File: src/rtl/lz_decompressor.sv
// LZ77 token decoder: turns (distance, length, literal) tokens back into a
// byte stream, one byte per cycle, using a circular history of the last
// Q_LENGTH emitted bytes as the sliding dictionary.
module lz_decompressor #(
    parameter int Q_LENGTH = 10,
    parameter int Q_BITS   = 4,
    parameter int L_LENGTH = 10,
    parameter int L_BITS   = 4
) (
    input  logic              clock,
    input  logic              reset,
    input  logic              token_valid,
    output logic              token_ready,
    input  logic [Q_BITS:0]   distance,
    input  logic [L_BITS:0]   length,
    input  logic [7:0]        literal,
    output logic [7:0]        out_byte,
    output logic              out_valid,
    input  logic              out_ready,
    output logic              out_last,
    output logic              ref_error
);

    typedef enum logic [1:0] {IDLE, COPY, LIT} state_t;

    localparam logic [Q_BITS-1:0] LAST_IDX = Q_BITS'(Q_LENGTH - 1);
    localparam logic [Q_BITS-1:0] Q_IDX    = Q_BITS'(Q_LENGTH);
    localparam logic [Q_BITS:0]   Q_FULL   = (Q_BITS+1)'(Q_LENGTH);
    localparam logic [L_BITS:0]   L_MAX    = (L_BITS+1)'(L_LENGTH);
    localparam logic [L_BITS:0]   ONE_LEFT = (L_BITS+1)'(1);

    state_t            state;
    logic [7:0]        history [0:Q_LENGTH-1];
    logic [Q_BITS-1:0] wr;
    logic [Q_BITS-1:0] rd;
    logic [Q_BITS:0]   fill;
    logic [L_BITS:0]   count;
    logic [7:0]        lit_reg;

    logic              accept;
    logic              xfer;
    logic              legal;
    logic [Q_BITS-1:0] dist_lo;
    logic [Q_BITS-1:0] rd_start;
    logic [Q_BITS-1:0] wr_inc;
    logic [Q_BITS-1:0] rd_inc;

    assign accept  = token_valid && token_ready;
    assign xfer    = out_valid && out_ready;
    assign dist_lo = distance[Q_BITS-1:0];
    assign legal   = (distance != '0) && (distance <= fill) && (length <= L_MAX);
    assign wr_inc  = (wr == LAST_IDX) ? '0 : wr + 1'b1;
    assign rd_inc  = (rd == LAST_IDX) ? '0 : rd + 1'b1;

    // Start of the back-reference: (wr - distance) mod Q_LENGTH, folded with
    // a conditional add so no divider is needed. Only meaningful when legal.
    always_comb begin
        rd_start = wr - dist_lo;
        if ({1'b0, wr} < distance) begin
            rd_start = wr + Q_IDX - dist_lo;
        end
    end

    // History write: every byte that leaves the decoder is remembered.
    always_ff @(posedge clock) begin
        if (xfer) begin
            history[wr] <= out_byte;
        end
    end

    // Token FSM with registered outputs plus write-pointer / fill tracking.
    always_ff @(posedge clock or negedge reset) begin
        if (!reset) begin
            state       <= IDLE;
            token_ready <= 1'b1;
            out_valid   <= 1'b0;
            out_last    <= 1'b0;
            out_byte    <= '0;
            ref_error   <= 1'b0;
            wr          <= '0;
            rd          <= '0;
            fill        <= '0;
            count       <= '0;
            lit_reg     <= '0;
        end else begin
            if (xfer) begin
                wr <= wr_inc;
                if (fill != Q_FULL) begin
                    fill <= fill + 1'b1;
                end
            end
            case (state)
                IDLE: begin
                    if (accept) begin
                        lit_reg     <= literal;
                        count       <= length;
                        rd          <= rd_start;
                        token_ready <= 1'b0;
                        out_valid   <= 1'b1;
                        if (length != '0 && legal) begin
                            state    <= COPY;
                            out_byte <= history[rd_start];
                            out_last <= 1'b0;
                        end else begin
                            // Illegal copies are dropped; the literal still goes out.
                            state    <= LIT;
                            out_byte <= literal;
                            out_last <= 1'b1;
                            if (length != '0) begin
                                ref_error <= 1'b1;
                            end
                        end
                    end
                end
                COPY: begin
                    if (xfer) begin
                        rd    <= rd_inc;
                        count <= count - 1'b1;
                        if (count == ONE_LEFT) begin
                            state    <= LIT;
                            out_byte <= lit_reg;
                            out_last <= 1'b1;
                        end else if (rd_inc == wr) begin
                            // Next read hits the slot being written right now
                            // (distance 1): forward the byte instead of the stale RAM.
                            out_byte <= out_byte;
                        end else begin
                            out_byte <= history[rd_inc];
                        end
                    end
                end
                LIT: begin
                    if (xfer) begin
                        state       <= IDLE;
                        out_valid   <= 1'b0;
                        out_last    <= 1'b0;
                        out_byte    <= '0;
                        token_ready <= 1'b1;
                    end
                end
                default: begin
                    state <= IDLE;
                end
            endcase
        end
    end

endmodule

File: config.mk
export PLATFORM = sky130hd
export DESIGN_NAME = lz_decompressor
export DESIGN_NICKNAME = d
export VERILOG_FILES = /design/src/rtl/lz_decompressor.sv
export SDC_FILE = /design/constraint.sdc
export NUM_CORES = 1
export LEC_CHECK = 0
export CAP_MARGIN = 30
export CORE_ASPECT_RATIO = 0.7
export CORE_MARGIN = 2
export CORE_UTILIZATION = 31
export DETAILED_ROUTE_END_ITERATION = 12
export MAX_ROUTING_LAYER = met4
export PLACE_DENSITY = 0.45
export RECOVER_POWER = 25
export SETUP_SLACK_MARGIN = 0.05
export SLEW_MARGIN = 20
export SYNTH_ARGS = -nofsm -noshare
export SYNTH_HDL_FRONTEND = slang
export SYNTH_SLANG_ARGS = --single-unit
File: constraint.sdc
create_clock -name clock -period 8 [get_ports clock]
set_input_delay 1.2 -clock clock [delete_from_list [all_inputs] [get_ports clock]]
set_output_delay 1.2 -clock clock [all_outputs]
set_load 0.05 [all_outputs]
==> results of run 1 <==
==> Yosys cell counts, drive strengths merged (12+ instances only) <==
cell type  instances  area (um2)
a211oi            15       117.6
a21oi             36       180.2
a31oi             15       100.1
buf               19       122.6
clkbuf            19       71.32
dfrtp             39       975.9
edfxtp            80        2402
ha                19       237.7
inv               25       93.84
mux2              12       135.1
mux2i             41       410.4
nand2             39       146.4
nand2b            16       100.1
nand3             28       140.1
nor2              33       123.9
nor2b             20       132.6
nor3              16       80.08
o211ai            16       125.1
o21ai             39       198.9
==> where the power goes <==
part           switching (mW)  internal (mW)
logic                   0.640          0.347
clock network           0.295          0.556
registers               0.121          0.779
total                    1.06           1.68
==> worst paths after layout <==
path                       depth (start not counted)  slack (ps)                       to
hold / removal                                     1         460    ref_error$_DFFE_PN0P_
setup reg to reg                                  12        4470  out_byte[7]$_DFFE_PN0P_
setup / recovery                                  13        3640  out_byte[7]$_DFFE_PN0P_
min in group asynchronous                          1         740      fill[0]$_DFFE_PN0P_
hold reg to reg                                    1         460    ref_error$_DFFE_PN0P_
max in group asynchronous                          2        6750  out_byte[2]$_DFFE_PN0P_
==> worst max-delay path: cells and delay by family <==
kind,cells,cell delay [ps]
compound gates,4,680
fa+ha+maj,3,900
buf+inv,3,710
simple gates,3,1210
==> area by class of cell <==
class	count	share of cell area (%)
clock buffers	18	5.277
flip-flops and latches	120	41.86
multi-input cells	446	38.89
clock inverters	14	2.708
repair buffers	50	5.769
inverters	25	1.154
well taps	282	4.338
==> cell families (layout without fill, tap and decap cells) <==
| family | count (synthesis) | count (layout) | share of synthesized area, % |
|---|---|---|---|
| DFF | 120 | 120 | 49.76 |
| AOI/OAI and AO/OA | 175 | 175 | 17.52 |
| buffers and inverters | 63 | 107 | 4.206 |
| xor gates and xnor gates | 12 | 12 | 1.646 |
| and+or+nand+nor | 185 | 185 | 14.83 |
| muxes | 53 | 53 | 7.974 |
| adders and majority gates | 21 | 21 | 4.060 |
==> routing by layer <==
| layer | up-vias | GRT usage, % | share of wire (%) |
|---|---|---|---|
| met4 | 0 | 5.548 | 1.1 |
| met1 | 2632 | 27.43 | 50 |
| li1 | 2447 | - | - |
| met3 | 17 | 3.295 | 4.9 |
| met5 | - | - | 0 |
| met2 | 135 | 28.85 | 44 |
==> reports/metrics.sh, run 1 <==
OUTCOME='finished, final reports clean'
TIMING.RR.START='wr[0]$_DFFE_PN0P_'
LAYOUT_WORST_PATH_CYCLE_SHARE_PCT=54.53
POSTSYNTH.ASYNCRESETSHARE_PCT=33.33
SYNTH.FF_LATCH_COUNT=120
DIE_AREA_MM2=0.02329
LAYOUT_COMMON_CELLS='edfxtp_1, mux2i_1, nand2_1, dfrtp_1, a21oi_1'
NUMBER_OF_BUFFERS_CREATED_BY_CTS=17
OVERFLOW_LEFT_AFTER_GLOBAL_ROUTING=0
SLOWEST_STAGE='nor2_1'
INITIAL_ANTENNA_VIOLATION_COUNT=0
TIMING.FMAX_GHz=0.2292
SYN_AVG_CELL_AREA_UM2=10.88
SYNTH-WARNING-COUNT=0
CTS-HOLD-FIX-BUFFERS=0
PLACE_INST=922
TIMING.SETUP.TNS_PS=0
DESIGN.CORE.AREA_MM2=0.02168
ROUTE.DETAILED.DRC=0
N_ANTENNA_CELL=0
CLKSINKCOUNT=120
CRITICAL_PATH_PEAK_FANOUT=8
RSZ0062_AT_GRT='no'
FINAL_WORST_SLACK_PS=3637
BUFFER_PORTS.INSERTED=33
DPL_CELL_AREA_MM2=0.007472
PLACED_WIRE_LENGTH_ESTIMATE_UM=14620
SETUP_VIOL=0
WORST-ENDPOINT-REQUIRED_PS=8350
MULTI_INPUT_AREA_MM2=0.003163
GRT_FIRST_PASS_WIRELENGTH_UM=32310
CLOCK_TREE_FROM_TRITONCTS='yes'
FINAL-SEQ-AREA_MM2=0.003405
REPORT.FINAL.SLEW_VIOL_COUNT=0
INSERTION_DELAY_PS=420
SYN_TO_FINAL_GROWTH_PCT=18.87
TIMING.CRITICAL_PATH.TO_TYPE='flop'
FP.DIEH_UM=128.3
VDD_IR_DROP_MAX_mV=0.1579
TIMING.CRITICAL_PATH.ARRIVAL_PS=4720
FIN_UTIL_PCT=37.52
YOSYS_MOST_USED_DFF='edfxtp_1'
WORSTSETUPPATHTYPE='input port to flop'
HTREEDEPTH=4
ANT_NETS=0
NUM-FILL-CELLS=2100
CRITICAL-PATH-MAX-STAGE-DELAY_PS=730
CLOCK_PIN_SLEW_WORST_SETUP_AND_HOLD_PATHS_PS=60
SYNTH.CELL_AREA_MM2=0.006842
WORSTPATHCELLLIST='clkdlybuf4s50_1 > inv_1 > ha_1 > inv_1 > ha_1 > fa_1 > and4b_1 > a31oi_1 > o211ai_1 > nor2_1 > a211oi_1 > nor4b_2 > o22a_1'
DIE_W_UM=181.6
DRT-VIAS-PER-INSTANCE=5.477
FLOORPLAN.INITIALDENSITY_PCT=31.56
NUMBER_OF_GLOBAL_ROUTE_VIAS_BEFORE_REPAIR=5253
WORST_SETUP_PATH_STARTPOINT='distance[1]'
GRT.TOTAL_USAGE_PCT=19.47
FINAL_COMMON_CELL='edfxtp_1'
MIN-DELAY-START='ref_error$_DFFE_PN0P_'
PERIOD_MINUS_SLACK_PS=4363
SYN_INST=629
FIRST_ITER_VIOLATIONS=457
GP_CONGESTION=0.8989
PLACEMENTROWS=45
ROUTED_WL_UM=21270
GRT_START_MAX_NET_PINS=53
LAYOUT.CELL_AREA.NON_FILLER_MM2=0.008133
SHARE_OF_CELLS_ABOVE_DRIVE_STRENGTH_1_PCT=12.48
CTS_SETUP_BUFFERS=0
CLOCK-ROOT-BUFFER='clkbuf_16'
LEAKAGE_nW=3.009
PIN_COUNT=34
MAX_CAP_VIOLATION_COUNT=0
SYNTHESIS.NETS=672
WORST-SLEW-PIN-TRANSITION_PS=899.5
FINAL_CELLS=955
CELLPOWERDENSITY_mW_PER_MM2=336.6
ROUTED-VIA-COUNT=5231
PRE_CTS_WS_PS=3281
SYNTH.YOSYS.SEQ_AREA_SHARE_PCT=49.76
NETLIST-CELL-TYPE-COUNT=69
CTS_RESIZED=0
ROUTE.DETAILED.WL_PER_INST_UM=22.27
HOLD_VIOL_FINAL=0
CTSLONGESTPATHBUFFERS=2
SYNTH_EDF_COUNT=80
FIN_TOTAL_PWR_mW=2.738
FINALCLOCKSKEW_PS=9.471
DRT-PASS1-ITER-COUNT=4
WORST_SLEW_MARGIN_REL_PCT=39.85
MIN-DELAY-PATH-CLASS='flop to flop'
FIN_WORST_HOLD_SLACK_PS=458.7
LARGEST_REGISTER_FFS=80
CRITICAL_PATH.STARTPOINT_TYPE='input port'
DESIGN.FINAL.NETS=703
No activity file was read; power rests on OpenSTA's default activity.
==> inputs of run 2 (changes only) <==
--- a/config.mk
+++ b/config.mk
@@ -11,7 +11,7 @@
 export CORE_UTILIZATION = 31
 export DETAILED_ROUTE_END_ITERATION = 12
 export MAX_ROUTING_LAYER = met4
-export PLACE_DENSITY = 0.45
+export PLACE_DENSITY = 0.46
 export RECOVER_POWER = 25
 export SETUP_SLACK_MARGIN = 0.05
 export SLEW_MARGIN = 20
==> constraint.sdc (replaced) <==
create_clock -name clock -period 3.6 [get_ports clock]
set_input_delay 0.54 -clock clock [delete_from_list [all_inputs] [get_ports clock]]
set_output_delay 0.54 -clock clock [all_outputs]
set_load 0.05 [all_outputs]
==> run 2 against run 1 <==
Compared with the run above:
- clock skew fell by 2.0 ps
- critical path depth is the same
- via count increased by 3.4%
- highest routed layer unchanged
==> reports/metrics.sh, run 2 (synthesis results as in run 1) <==
OUTCOME='finished, final reports clean'
CTS_SETUP_BUFFERS=0
FIN_WORST_HOLD_SLACK_PS=347.1
HTREEDEPTH=4
CRITICAL_PATH_PEAK_FANOUT=8
LENGTH_OF_ROUTED_WIRING_ON_MET1_UM=10470
NUM-FILL-CELLS=2043
DRT-VIAS-PER-INSTANCE=5.520
CLOCK_TREE_FROM_TRITONCTS='yes'
INSERTION_DELAY_PS=420
GRT_FIRST_PASS_WIRELENGTH_UM=32150
DIE_W_UM=181.6
LEAKAGE_nW=3.109
MULTI_INPUT_AREA_MM2=0.003158
TIMING.CRITICAL_PATH.TO_TYPE='flop'
WORST_SLEW_MARGIN_REL_PCT=16.66
CLOCK_PIN_SLEW_WORST_SETUP_AND_HOLD_PATHS_PS=60
PERIOD_MINUS_SLACK_PS=3343
WORST-ENDPOINT-REQUIRED_PS=3910
DRT-PASS1-ITER-COUNT=5
CRITICAL_PATH.STARTPOINT_TYPE='input port'
HOLD_VIOL_FINAL=0
TIMING.RR.START='wr[1]$_DFFE_PN0P_'
FIRST_ITER_VIOLATIONS=531
MAX_CAP_VIOLATION_COUNT=0
CLKSINKCOUNT=120
CELLPOWERDENSITY_mW_PER_MM2=719.7
VDD_IR_DROP_MAX_mV=0.3609
REG2REG_TO='out_byte[6]$_DFFE_PN0P_'
ROUTED_WL_UM=21040
TIMING.CRITICAL_PATH.ARRIVAL_PS=3650
FP.DIEH_UM=128.3
FINALCLOCKSKEW_PS=7.461
N_ANTENNA_CELL=0
WORST_SETUP_PATH_STARTPOINT='distance[1]'
CLOCK-ROOT-BUFFER='clkbuf_16'
FINAL-SEQ-AREA_MM2=0.003406
PLACEMENTROWS=45
GRT.TOTAL_USAGE_PCT=19.35
FINAL_COMMON_CELL='edfxtp_1'
INITIAL_ANTENNA_VIOLATION_COUNT=0
TOP_LAYER_USED='met4'
REPORT.FINAL.SLEW_VIOL_COUNT=0
DESIGN.FINAL.NETS=728
ROUTE.DETAILED.DRC=0
WORST-PATH-BUF-INV=4
WORST-SLEW-PIN-TRANSITION_PS=1250
DPL_CELL_AREA_MM2=0.007687
OVERFLOW_LEFT_AFTER_GLOBAL_ROUTING=0
DIE_AREA_MM2=0.02329
CTSLONGESTPATHBUFFERS=2
ANT_NETS=0
FIN_UTIL_PCT=38.12
LAYOUT.CELL_AREA.NON_FILLER_MM2=0.008263
GP_CONGESTION=0.8772
CRITICAL_PATH.TOP_DELAY_FAMILY='adder cells'
NUMBER_OF_GLOBAL_ROUTE_VIAS_BEFORE_REPAIR=5431
PIN_COUNT=34
ROUTED-WL-MET3_UM=1259
TIMING.FMAX_GHz=0.2991
SYN_TO_FINAL_GROWTH_PCT=20.78
WORSTPATHCELLLIST='clkdlybuf4s50_1 > inv_1 > ha_1 > inv_1 > ha_1 > fa_1 > or4_1 > o211ai_1 > nor2_1 > buf_4 > a211oi_1 > nor4b_2 > o22a_1'
WORSTSETUPPATHTYPE='input port to flop'
FLOORPLAN.INITIALDENSITY_PCT=31.56
DESIGN.CORE.AREA_MM2=0.02168
ROUTED-VIA-COUNT=5410
CRITICAL_PATH_CELL_COUNT=13
SHARE_OF_CELLS_ABOVE_DRIVE_STRENGTH_1_PCT=15.04
LARGEST_REGISTER_FFS=80
FF2FF_PATH_DEPTH=11
REG2REG_SETUP_SLACK_PS=350
ROUTE.DETAILED.WL_PER_INST_UM=21.47
SLOWEST_STAGE='or4_1'
GRT_START_MAX_NET_PINS=48
SETUP_VIOL=0
LAYOUT_COMMON_CELLS='edfxtp_1, mux2i_1, nand2_1, buf_4, dfrtp_1'
MIN-DELAY-PATH-CLASS='input port to asynchronous set/reset pin'
NUMBER_OF_BUFFERS_CREATED_BY_CTS=17
TIMING.SETUP.TNS_PS=0
LAYOUT_WORST_PATH_CYCLE_SHARE_PCT=92.86
PLACED_WIRE_LENGTH_ESTIMATE_UM=15220
RSZ0062_AT_GRT='no'
WL_MET2_UM=9016
BUFFER_PORTS.INSERTED=33
CRITICAL-PATH-MAX-STAGE-DELAY_PS=560
[run 2: cell count changes in the layout (fill, tap and decap cells not counted), sizes merged]
| cell | before | now |
|---|---|---|
| inv | 28 | 25 |
| buf | 18 | 41 |
| clkbuf | 18 | 27 |
| bufinv | 5 | 1 |
[run 2: report_power, final]
group	internal, mW	total, mW	switching [mW]
registers	1.73	2.02	0.292
logic	0.830	2.23	1.40
clock network	1.08	1.69	0.609
[run 2: how the worst max path moves through the flow]
stage / end
floorplan: out_byte[1]$_DFFE_PN0P_
global placement: out_byte[1]$_DFFE_PN0P_
detailed placement: out_byte[6]$_DFFE_PN0P_
CTS: out_byte[6]$_DFFE_PN0P_
global route: out_byte[3]$_DFFE_PN0P_
finish: out_byte[6]$_DFFE_PN0P_
[run 2: area by class of cell]
class | count | area share (%)
multi-input combinational | 446 | 38.22
clock buffer | 25 | 6.390
timing repair buffer | 75 | 7.995
clock inverter | 7 | 0.7723
inverter | 25 | 1.136
tap | 282 | 4.270
sequential | 120 | 41.22
[run 2: repair_timing]
item | in CTS | in global routing
setup endpoints to repair | 0 | 1
hold buffers | 0 | 0
gates resized for setup | 0 | 1
[run 2: worst register-to-register path, cell delays in order, from the launching register on]
cell,delay [ps]
dfrtp_2,510
ha_1,340
inv_1,60
ha_1,200
fa_1,420
or4_1,560
o211ai_1,190
nor2_1,90
buf_4,200
a211oi_1,320
nor4b_2,80
o22a_1,180
[run 2: per-layer routing]
| metal | global-route usage (%) | up-vias |
|---|---|---|
| met2 | 27.90 | 205 |
| met5 | - | - |
| met1 | 27.32 | 2674 |
| met4 | 5.213 | 0 |
| li1 | - | 2506 |
| met3 | 4.318 | 25 |
[run 2: through the flow]
step | setup WS (ps) | power (mW) | std cells
after floorplan | 609.8 | 3.456 | 629
after global placement | -16.28 | 4.240 | 947
after detailed placement | -129.8 | 4.260 | 948
after CTS | 264.5 | 5.964 | 980
after global routing | 109.5 | 6.263 | 980
final | 257.0 | 5.947 | 980
==> inputs of run 3 (changes only) <==
--- a/config.mk
+++ b/config.mk
@@ -12,7 +12,6 @@
 export DETAILED_ROUTE_END_ITERATION = 12
 export MAX_ROUTING_LAYER = met4
 export PLACE_DENSITY = 0.46
-export RECOVER_POWER = 25
 export SETUP_SLACK_MARGIN = 0.05
 export SLEW_MARGIN = 20
 export SYNTH_ARGS = -nofsm -noshare
==> run 3 against run 2 <==
Compared with the run above:
- final area increased by 0.21%
- register-to-register slack about the same
- count of clock-buffer cells in the layout unchanged
- critical path type unchanged
- largest cell class unchanged
- wire length increased by 0.19%
- utilization increased by 0.081 points
==> reports/metrics.sh, run 3 (synthesis results as in run 1) <==
SHARE_OF_CELLS_ABOVE_DRIVE_STRENGTH_1_PCT=15.33
LAYOUT_WORST_PATH_CYCLE_SHARE_PCT=92.88
SHARE_COMB_OF_TOTAL_POWER_PCT=37.6
VDD_IR_DROP_MAX_mV=0.3585
N_ANTENNA_CELL=0
RSZ0062_AT_GRT='no'
POWER.SWITCHING_mW=2.310
LARGEST_REGISTER_FFS=80
CLOCK-ROOT-BUFFER='clkbuf_16'
OVERFLOW_LEFT_AFTER_GLOBAL_ROUTING=0
REPORT.FINAL.SLEW_VIOL_COUNT=0
WORSTSETUPPATHTYPE='input port to flop'
CRITICAL_PATH.STARTPOINT_TYPE='input port'
CTSLONGESTPATHBUFFERS=2
FF2FF_PATH_DEPTH=11
LEAKAGE_nW=3.120
GRT.TOTAL_USAGE_PCT=19.35
FINALCLOCKSKEW_PS=8.186
DIE_AREA_MM2=0.02329
OUTCOME='finished, final reports clean'
CLOCK_PIN_SLEW_WORST_SETUP_AND_HOLD_PATHS_PS=50
SYN_TO_FINAL_GROWTH_PCT=21.03
ANT_NETS=0
FIN_TOTAL_PWR_mW=5.956
FIN_UTIL_PCT=38.20
DIE_W_UM=181.6
LAYOUT.CELL_AREA.NON_FILLER_MM2=0.008280
DESIGN.CORE.AREA_MM2=0.02168
CRITICAL_PATH_PEAK_FANOUT=8
SETUP_VIOL=0
REG2REG_TO='out_byte[6]$_DFFE_PN0P_'
CTS-HOLD-FIX-BUFFERS=0
REG2REG_SETUP_SLACK_PS=350
GP_CONGESTION=0.8772
ROUTE.DETAILED.WL_PER_INST_UM=21.51
NUMBER_OF_GLOBAL_ROUTE_VIAS_BEFORE_REPAIR=5431
NUMBER_OF_BUFFERS_CREATED_BY_CTS=17
LAYOUT_COMMON_CELLS='edfxtp_1, mux2i_1, nand2_1, buf_4, dfrtp_1'
P_INT_mW=3.646
GRT_FIRST_PASS_WIRELENGTH_UM=32150
CLOCK_POWER_SHARE_PCT=28.5
HTREEDEPTH=4
CLOCK_TREE_FROM_TRITONCTS='yes'
CELLPOWERDENSITY_mW_PER_MM2=719.3
PERIOD_MINUS_SLACK_PS=3344
FIRST_ITER_VIOLATIONS=471
WORST_SLEW_MARGIN_REL_PCT=36.38
CTS_SETUP_BUFFERS=0
BUFFER_PORTS.INSERTED=33
INSERTION_DELAY_PS=420
TIMING.CRITICAL_PATH.TO_TYPE='flop'
WORST-SLEW-PIN-TRANSITION_PS=954.3
WORST-ENDPOINT-REQUIRED_PS=3900
ROUTED-VIA-COUNT=5422
DPL_CELL_AREA_MM2=0.007687
TIMING.RR.START='wr[1]$_DFFE_PN0P_'
ROUTED_WL_UM=21080
PLACED_WIRE_LENGTH_ESTIMATE_UM=15220
DESIGN.FINAL.NETS=728
INITIAL_ANTENNA_VIOLATION_COUNT=0
PLACEMENTROWS=45
TIMING.FMAX_GHz=0.2991
PIN_COUNT=34
HOLD_VIOL_FINAL=0
FIN_WORST_HOLD_SLACK_PS=99.06
MAX_CAP_VIOLATION_COUNT=0
POWER_FRAC_SEQ_PCT=34.0
FLOORPLAN.INITIALDENSITY_PCT=31.56
DRT-VIAS-PER-INSTANCE=5.533
FP.DIEH_UM=128.3
FINAL_COMMON_CELL='edfxtp_1'
POWER_SWITCHING_SHARE_PCT=38.79
MIN-DELAY-PATH-CLASS='input port to asynchronous set/reset pin'
ROUTE.DETAILED.DRC=0
GRT_START_MAX_NET_PINS=48
DRT-PASS1-ITER-COUNT=6
TIMING.CRITICAL_PATH.ARRIVAL_PS=3650
CLKSINKCOUNT=120
run 3: cell types whose count changed in the layout (fill, tap and decap cells not counted), sizes merged:
cell,delta
clkbuf,-2
buf,+2
run 3: area by class of cell:
| cell class | instances | area, um2 |
|---|---|---|
| multi-input cells | 446 | 3158 |
| inverters | 25 | 93.84 |
| flip-flops and latches | 120 | 3406 |
| fillers | 2039 | 13400 |
| clock buffers | 25 | 528.0 |
| clock inverters | 7 | 63.81 |
| well taps | 282 | 352.8 |
| repair buffers | 75 | 678.2 |
run 3: worst max-delay path, cell delays in order:
cell             delay [ps]
clkdlybuf4s50_1         480
inv_1                    50
ha_1                    290
inv_1                    60
ha_1                    200
fa_1                    420
or4_1                   560
o211ai_1                190
nor2_1                   90
buf_4                   200
a211oi_1                320
nor4b_2                  80
o22a_1                  180
run 3: power by group through the flow:
| stage | clock, mW | combinational (mW) | sequential (mW) |
|---|---|---|---|
| global route | 1.79 | 2.42 | 2.06 |
| finish | 1.70 | 2.24 | 2.02 |
| floorplan | 0 | 1.37 | 2.08 |
| detailed placement | 0 | 2.21 | 2.05 |
| global placement | 0 | 2.19 | 2.05 |
| CTS | 1.72 | 2.22 | 2.02 |
run 3: through the flow:
step,setup TNS [ps],std cells,worst slack [ps]
6_report,0,980,256.3
5_1_grt,0,980,109.5
4_1_cts,0,980,264.5
3_5_place_dp,-735.4,948,-129.8
3_3_place_gp,-78.03,947,-16.28
2_1_floorplan,0,629,609.8
run 3: worst max-delay path by stage:
stage,from,endpoint,cells after the start
after global placement,distance[1],out_byte[1]$_DFFE_PN0P_,13
final,distance[1],out_byte[6]$_DFFE_PN0P_,13
after global routing,distance[1],out_byte[3]$_DFFE_PN0P_,14
after CTS,wr[1]$_DFFE_PN0P_,out_byte[6]$_DFFE_PN0P_,11
after floorplan,distance[1],out_byte[1]$_DFFE_PN0P_,12
after detailed placement,distance[1],out_byte[6]$_DFFE_PN0P_,13
run 3: routing by layer:
layer	wire (um)	part of all wire, %	track usage [%]	vias to the layer above
met3	1234	5.9	4.318	23
met1	10510	50	27.32	2721
met4	259	1.2	5.213	0
met5	0	0	-	-
li1	-	-	-	2504
met2	9075	43	27.90	174
run 3: what timing repair did:
action                                 4_1_cts  5_1_grt
endpoints found under the hold margin        0        0
setup endpoints to repair                    0        1
gates resized for setup                      0        1
==> variant 1: new RTL, settings of run 2 <==
Set the parameter `L_BITS` to 6 (it was 4).
--- a/src/rtl/lz_decompressor.sv
+++ b/src/rtl/lz_decompressor.sv
@@ -5,7 +5,7 @@
     parameter int Q_LENGTH = 10,
     parameter int Q_BITS   = 4,
     parameter int L_LENGTH = 10,
-    parameter int L_BITS   = 4
+    parameter int L_BITS   = 6
 ) (
     input  logic              clock,
     input  logic              reset,
Ports: changed (resized length); port bits go from 34 to 36. The function was not compared with the original's and may differ.
==> variant 1 against run 2 <==
The run now ends with max-capacitance violations, max-slew violations left. Sequential cell count increased by 2. Design area increased by 7.8%. Area after synthesis increased by 9.6%. Count of clock-buffer cells in the layout decreased by 8. Setup slack improved by 0.20 ns. Wire length increased by 5.9%.
Power is not compared: it rests on default switching activity, and its combinational part moved more than twofold at a synthesized area within 25%.
==> variant 1: results (changes against run 2) <==
- CP Data Arrival Time: 3.50 ns (was 3.65 ns)
- Setup_tns: 0 ns (unchanged)
- Share of cells above drive strength 1: 19.4% (was 15.0%)
- Hold Crit Class: in2async (unchanged)
- Met3 Wirelength: 1020 µm (was 1260 µm)
- Number of global-route vias before repair: 5597 (was 5431)
- Number of flip-flops in the largest register: 80 (unchanged)
- Worst path slowest cell: clkdlybuf4s50_1 (was or4_1)
- Num CTS Buffers: 17 (unchanged)
- CTS root buffer: clkbuf_16 (unchanged)
- Largest stage delay, worst path: 0.52 ns (was 0.56 ns)
- Routed length per instance: 22.2 µm (was 21.5 µm)
- Routed vias: 5482 (was 5410)
- Post-CTS setup buffers: 0 (unchanged)
- Number of fill cells: 2266 (was 2043)
- Total grt overflow: 0 (unchanged)
- Uppermost layer routed: met4 (unchanged)
- Crit path max fanout: 11 (was 8)
- Largest net degree at the start of global routing: 34 (was 48)
- Cells after Synth: 622 (was 629)
- Syn_nets: 667 (was 672)
- GPL Wtd Cong: 0.818 (was 0.877)
- Max transition margin: -7.71% (was 16.7%)
- Outcome: finished with violations (was finished clean)
- IO buf count: 35 (was 33)
- Placed Cells: 972 (was 948)
- Post-DP HPWL: 16000 µm (was 15200 µm)
- Initial antenna violation count: 0 (unchanged)
- Netlist cell types: 68 (was 69)
- Met2 WL post-DR: 9690 µm (was 9020 µm)
- GRT Util Overall: 18.8% (was 19.4%)
- Leading post-synthesis cells by instance count: 80 x edfxtp_1, 57 x mux2i_1, 44 x a21oi_1, 41 x dfrtp_1 (was 80 x edfxtp_1, 41 x mux2i_1, 39 x dfrtp_1, 39 x nand2_1, 36 x a21oi_1)
- Final Instance Count excl. Fillers: 1004 (was 980)
- Initial DRT Pass Iterations: 5 (unchanged)
- Clock transition at the registers of the reported paths: 0.06 ns (about the same)
- Pre-CTS setup slack: 0.0628 ns (was -0.130 ns)
- First-pass GRT wire length: 34300 µm (was 32100 µm)
- Nets: 718 (was 728)
- Violated checks: max-capacitance violations, max-slew violations
- Max-slew violation count: 27 (was 0)
- Synth top area cells: edfxtp_1 32%, dfrtp_1 14%, mux4_2 9.6% (was edfxtp_1 35%, dfrtp_1 14%, mux2i_1 6.0%)
- 1st-iter DRT viols: 450 (was 531)
- EDFF count, synth: 80 (unchanged)
- Clock Latency Late Sink: roughly 0.43 ns
- Max cap viols: 1 (was 0)
- Worst VDD drop: around 330 µV
- H-tree depth: 4 (unchanged)
- Worst clock skew: 0.00841 ns (was 0.00746 ns)
- Post-Route M1 WL: 11300 µm (was 10500 µm)
- Maximum clock insertion buffer count: 2 (unchanged)
- Top FF cell, synth: edfxtp_1 (unchanged)
- Asr flop ratio synth: 34.4% (was 33.3%)
- Synth Warn #: 0 (unchanged)
- Post-synthesis sequential area ratio: 46.1% (was 49.8%)
[variant 1: cell count changes in the layout (fill, tap and decap cells not counted), sizes merged, moves of 8 or more]
cell / before / now
o211ai: 16 / 5
a31oi: 15 / 3
nand3: 28 / 12
inv: 25 / 33
clkbuf: 27 / 19
a21oi: 36 / 44
nor2: 33 / 23
mux4: 0 / 32
o22a: 10 / 0
nor2b: 20 / 7
mux2i: 41 / 58
[variant 1: worst paths after layout]
check	start	end	slack (ns)	depth (start not counted)
setup / recovery	distance[4]	out_byte[0]$_DFFE_PN0P_	0.46	9
min in group clock	fill[4]$_DFFE_PN0P_	fill[4]$_DFFE_PN0P_	0.48	1
max in group asynchronous	reset	rd[2]$_DFFE_PN0P_	1.21	2
hold reg to reg	fill[4]$_DFFE_PN0P_	fill[4]$_DFFE_PN0P_	0.48	1
hold / removal	reset	fill[3]$_DFFE_PN0P_	0.26	1
setup reg to reg	wr[1]$_DFFE_PN0P_	out_byte[0]$_DFFE_PN0P_	0.52	10
[variant 1: area by class of cell]
cell class | instances | area, µm² | area share (%)
well taps | 318 | 398 | 4.47
repair buffers | 70 | 628 | 7.05
flip-flops and latches | 122 | 3460 | 38.8
multi-input cells | 430 | 3730 | 41.9
clock inverters | 15 | 151 | 1.70
clock buffers | 17 | 425 | 4.78
inverters | 32 | 120 | 1.35
[variant 1: power breakdown]
| part | switching (mW) | total (mW) | internal (mW) |
|---|---|---|---|
| Sequential | 0 | 1.48 | 1.48 |
| Combinational | 0.108 | 0.198 | 0.0894 |
| Clock | 0.663 | 1.68 | 1.01 |
[variant 1: logic make-up (layout without fill, tap and decap cells)]
kind of cell | count (synthesis) | after routing | synth area share [%]
fa+ha+maj | 21 | 21 | 3.71
buf+inv | 70 | 134 | 4.27
xor+xnor | 10 | 10 | 1.42
flops | 122 | 122 | 46.1
mux | 108 | 108 | 20.1
compound gates | 157 | 157 | 15.0
simple gates | 134 | 134 | 9.38
[variant 1: routing by layer]
layer  track usage, %  up-vias
li1                 -     2536
met3             3.38       21
met5                -        -
met4             4.87        0
met2             26.8      166
met1             27.5     2759
[variant 1: through the flow]
step                      instance area (µm²)  power, mW  util, %
after global placement                   8330       1.70     35.1
after global routing                     8910       3.47     37.6
after floorplan                          7500       1.61        -
after detailed placement                 8350       1.71     35.2
after CTS                                8930       3.40     37.7
final                                    8910       3.36     37.6
[variant 1: worst max-delay path, delay by kind of cell]
| family | cells | cell delay, ns |
|---|---|---|
| AO/OA/AOI/OAI | 3 | 1.15 |
| buffers and inverters | 2 | 0.79 |
| AND/OR/NAND/NOR | 3 | 0.64 |
| adder cells (fa/ha/maj) | 1 | 0.37 |
==> variant 2: new RTL, config.mk and constraints of run 2 <==
Made on the original files. Re-encode `state_t` (3 states) as one-hot, 3 bits wide.
--- a/src/rtl/lz_decompressor.sv
+++ b/src/rtl/lz_decompressor.sv
@@ -21,7 +21,7 @@
     output logic              ref_error
 );
 
-    typedef enum logic [1:0] {IDLE, COPY, LIT} state_t;
+    typedef enum logic [2:0] {IDLE = 3'b001, COPY = 3'b010, LIT = 3'b100} state_t;
 
     localparam logic [Q_BITS-1:0] LAST_IDX = Q_BITS'(Q_LENGTH - 1);
     localparam logic [Q_BITS-1:0] Q_IDX    = Q_BITS'(Q_LENGTH);
Check against the original RTL: no difference found for any inputs over 4 cycles, from zero or initial values and one cycle with reset low; so few cycles prove little.
==> variant 2 against run 2 <==
The flow now finishes with violations (max-capacitance violations, max-slew violations). Design area increased by 1.0%. Synthesized cell count increased by 5.2%. Wire length increased by 2.4%. Setup slack got worse by 0.011 ns. Clock skew increased by 0.0020 ns. Register-to-register slack improved by 0.12 ns. First-iteration DRC count decreased by 11%. Power decreased by 3.3%. Via count increased by 3.7%. Non-clock buffer count increased by 8. Cell count increased by 4.3%. Area after synthesis increased by 0.22%. Sequential share of layout area decreased by 0.11 points. Sequential cell count increased by 1. Highest routed layer unchanged.
==> variant 2: results (changes against run 2) <==
- Worst clock skew: 0.00942 ns (was 0.00746 ns)
- GPL Wtd Cong: 0.913 (was 0.877)
- Cells after Synth: 662 (was 629)
- Syn_nets: 701 (was 672)
- Internal Power: 3.68 mW (was 3.64 mW)
- Seq pwr: 1.76 mW (was 2.02 mW)
- Routed length per instance: 21.1 µm (was 21.5 µm)
- Violated checks: max-capacitance violations, max-slew violations
- Worst VDD drop: 368 µV (was 361 µV)
- Largest stage delay, worst path: 0.48 ns (was 0.56 ns)
- Met1 GRT Util: 28.4% (was 27.3%)
- Worst Hold Margin: 0.274 ns (was 0.347 ns)
- Setup slack, reg-to-reg: 0.47 ns (was 0.35 ns)
- GR Util met3: 3.68% (was 4.32%)
- Clock network fraction of design power: 29.4% (was 28.4%)
- Share of cells above drive strength 1: 14.5% (was 15.0%)
- GRT Util Overall: 19.6% (was 19.4%)
- Final Instance Count excl. Fillers: 1022 (was 980)
- R2R cell count: 12 (was 11)
- Final cycle utilization of the critical path: 93.2% (was 92.9%)
- First-pass GRT wire length: 32800 µm (was 32100 µm)
- Asr flop ratio synth: 33.9% (was 33.3%)
- Critical path's top delay family: compound AO/OA/AOI/OAI gates (was adder cells)
- Leading post-synthesis cells by instance count: 80 x edfxtp_1, 63 x nand2_1, 55 x nor2_1, 48 x a21oi_1, 43 x mux2i_1 (was 80 x edfxtp_1, 41 x mux2i_1, 39 x dfrtp_1, 39 x nand2_1, 36 x a21oi_1)
- Met3 Wirelength: 1020 µm (was 1260 µm)
- Pre-CTS setup slack: -0.134 ns (was -0.130 ns)
- Post-DP HPWL: 15700 µm (was 15200 µm)
- Post-Route M1 WL: 11100 µm (was 10500 µm)
- Outcome: finished with violations (was finished clean)
- Met2 WL post-DR: 9160 µm (was 9020 µm)
- Max cap viols: 1 (was 0)
- Number of fill cells: 2116 (was 2043)
- 1st-iter DRT viols: 471 (was 531)
- Leak: 3.28 nW (was 3.11 nW)
- Synth top area cells: edfxtp_1 35%, dfrtp_1 14%, mux2i_1 6.3% (was edfxtp_1 35%, dfrtp_1 14%, mux2i_1 6.0%)
- Max-slew violation count: 26 (was 0)
-- variant 2: changes by cell type after synthesis, moves of 6 or more --
cell	delta
nand3_1	-15
and3_1	+26
o22a_1	-7
o211ai_1	-12
nor2b_1	-9
nor2_1	+22
a32o_1	+7
o31ai_1	+8
o22ai_1	+6
a21oi_1	+12
a31oi_1	-9
nand2_1	+24
o21ai_0	+8
nor4b_2	-6
-- variant 2: kinds of logic after synthesis --
family / count (synthesis) / share of synthesized area (%)
AOI/OAI and AO/OA: 174 / 16.8
xor gates and xnor gates: 12 / 1.53
adders and majority gates: 17 / 3.32
buffers and inverters: 59 / 3.59
DFF: 121 / 50.0
muxes: 56 / 8.41
and+or+nand+nor: 223 / 16.3
-- variant 2: stage by stage --
| step | cell area (µm²) | util [%] |
|---|---|---|
| finish | 8350 | 38.5 |
| floorplan | 6860 | - |
| global placement | 7770 | 35.8 |
| detailed placement | 7790 | 35.9 |
| CTS | 8370 | 38.6 |
| global route | 8350 | 38.5 |
-- variant 2: final cells by class --
type	count	area [µm²]	share of cell area, %
Clock inverter	10	90.1	1.08
Multi-Input combinational cell	482	3190	38.3
Inverter	22	82.6	0.990
Clock buffer	22	485	5.82
Tap cell	282	353	4.23
Sequential cell	121	3430	41.1
Timing Repair Buffer	83	709	8.50
-- variant 2: worst max path at each step --
stage                            from                 endpoint  depth (start not counted)
after detailed placement  distance[1]  out_byte[6]$_DFFE_PN0P_                         14
final                     distance[1]  out_byte[6]$_DFFE_PN0P_                         14
after floorplan           distance[1]  out_byte[6]$_DFFE_PN0P_                         12
after CTS                 distance[1]  out_byte[6]$_DFFE_PN0P_                         14
after global routing      distance[1]  out_byte[3]$_DFFE_PN0P_                         15
after global placement    distance[1]  out_byte[6]$_DFFE_PN0P_                         14
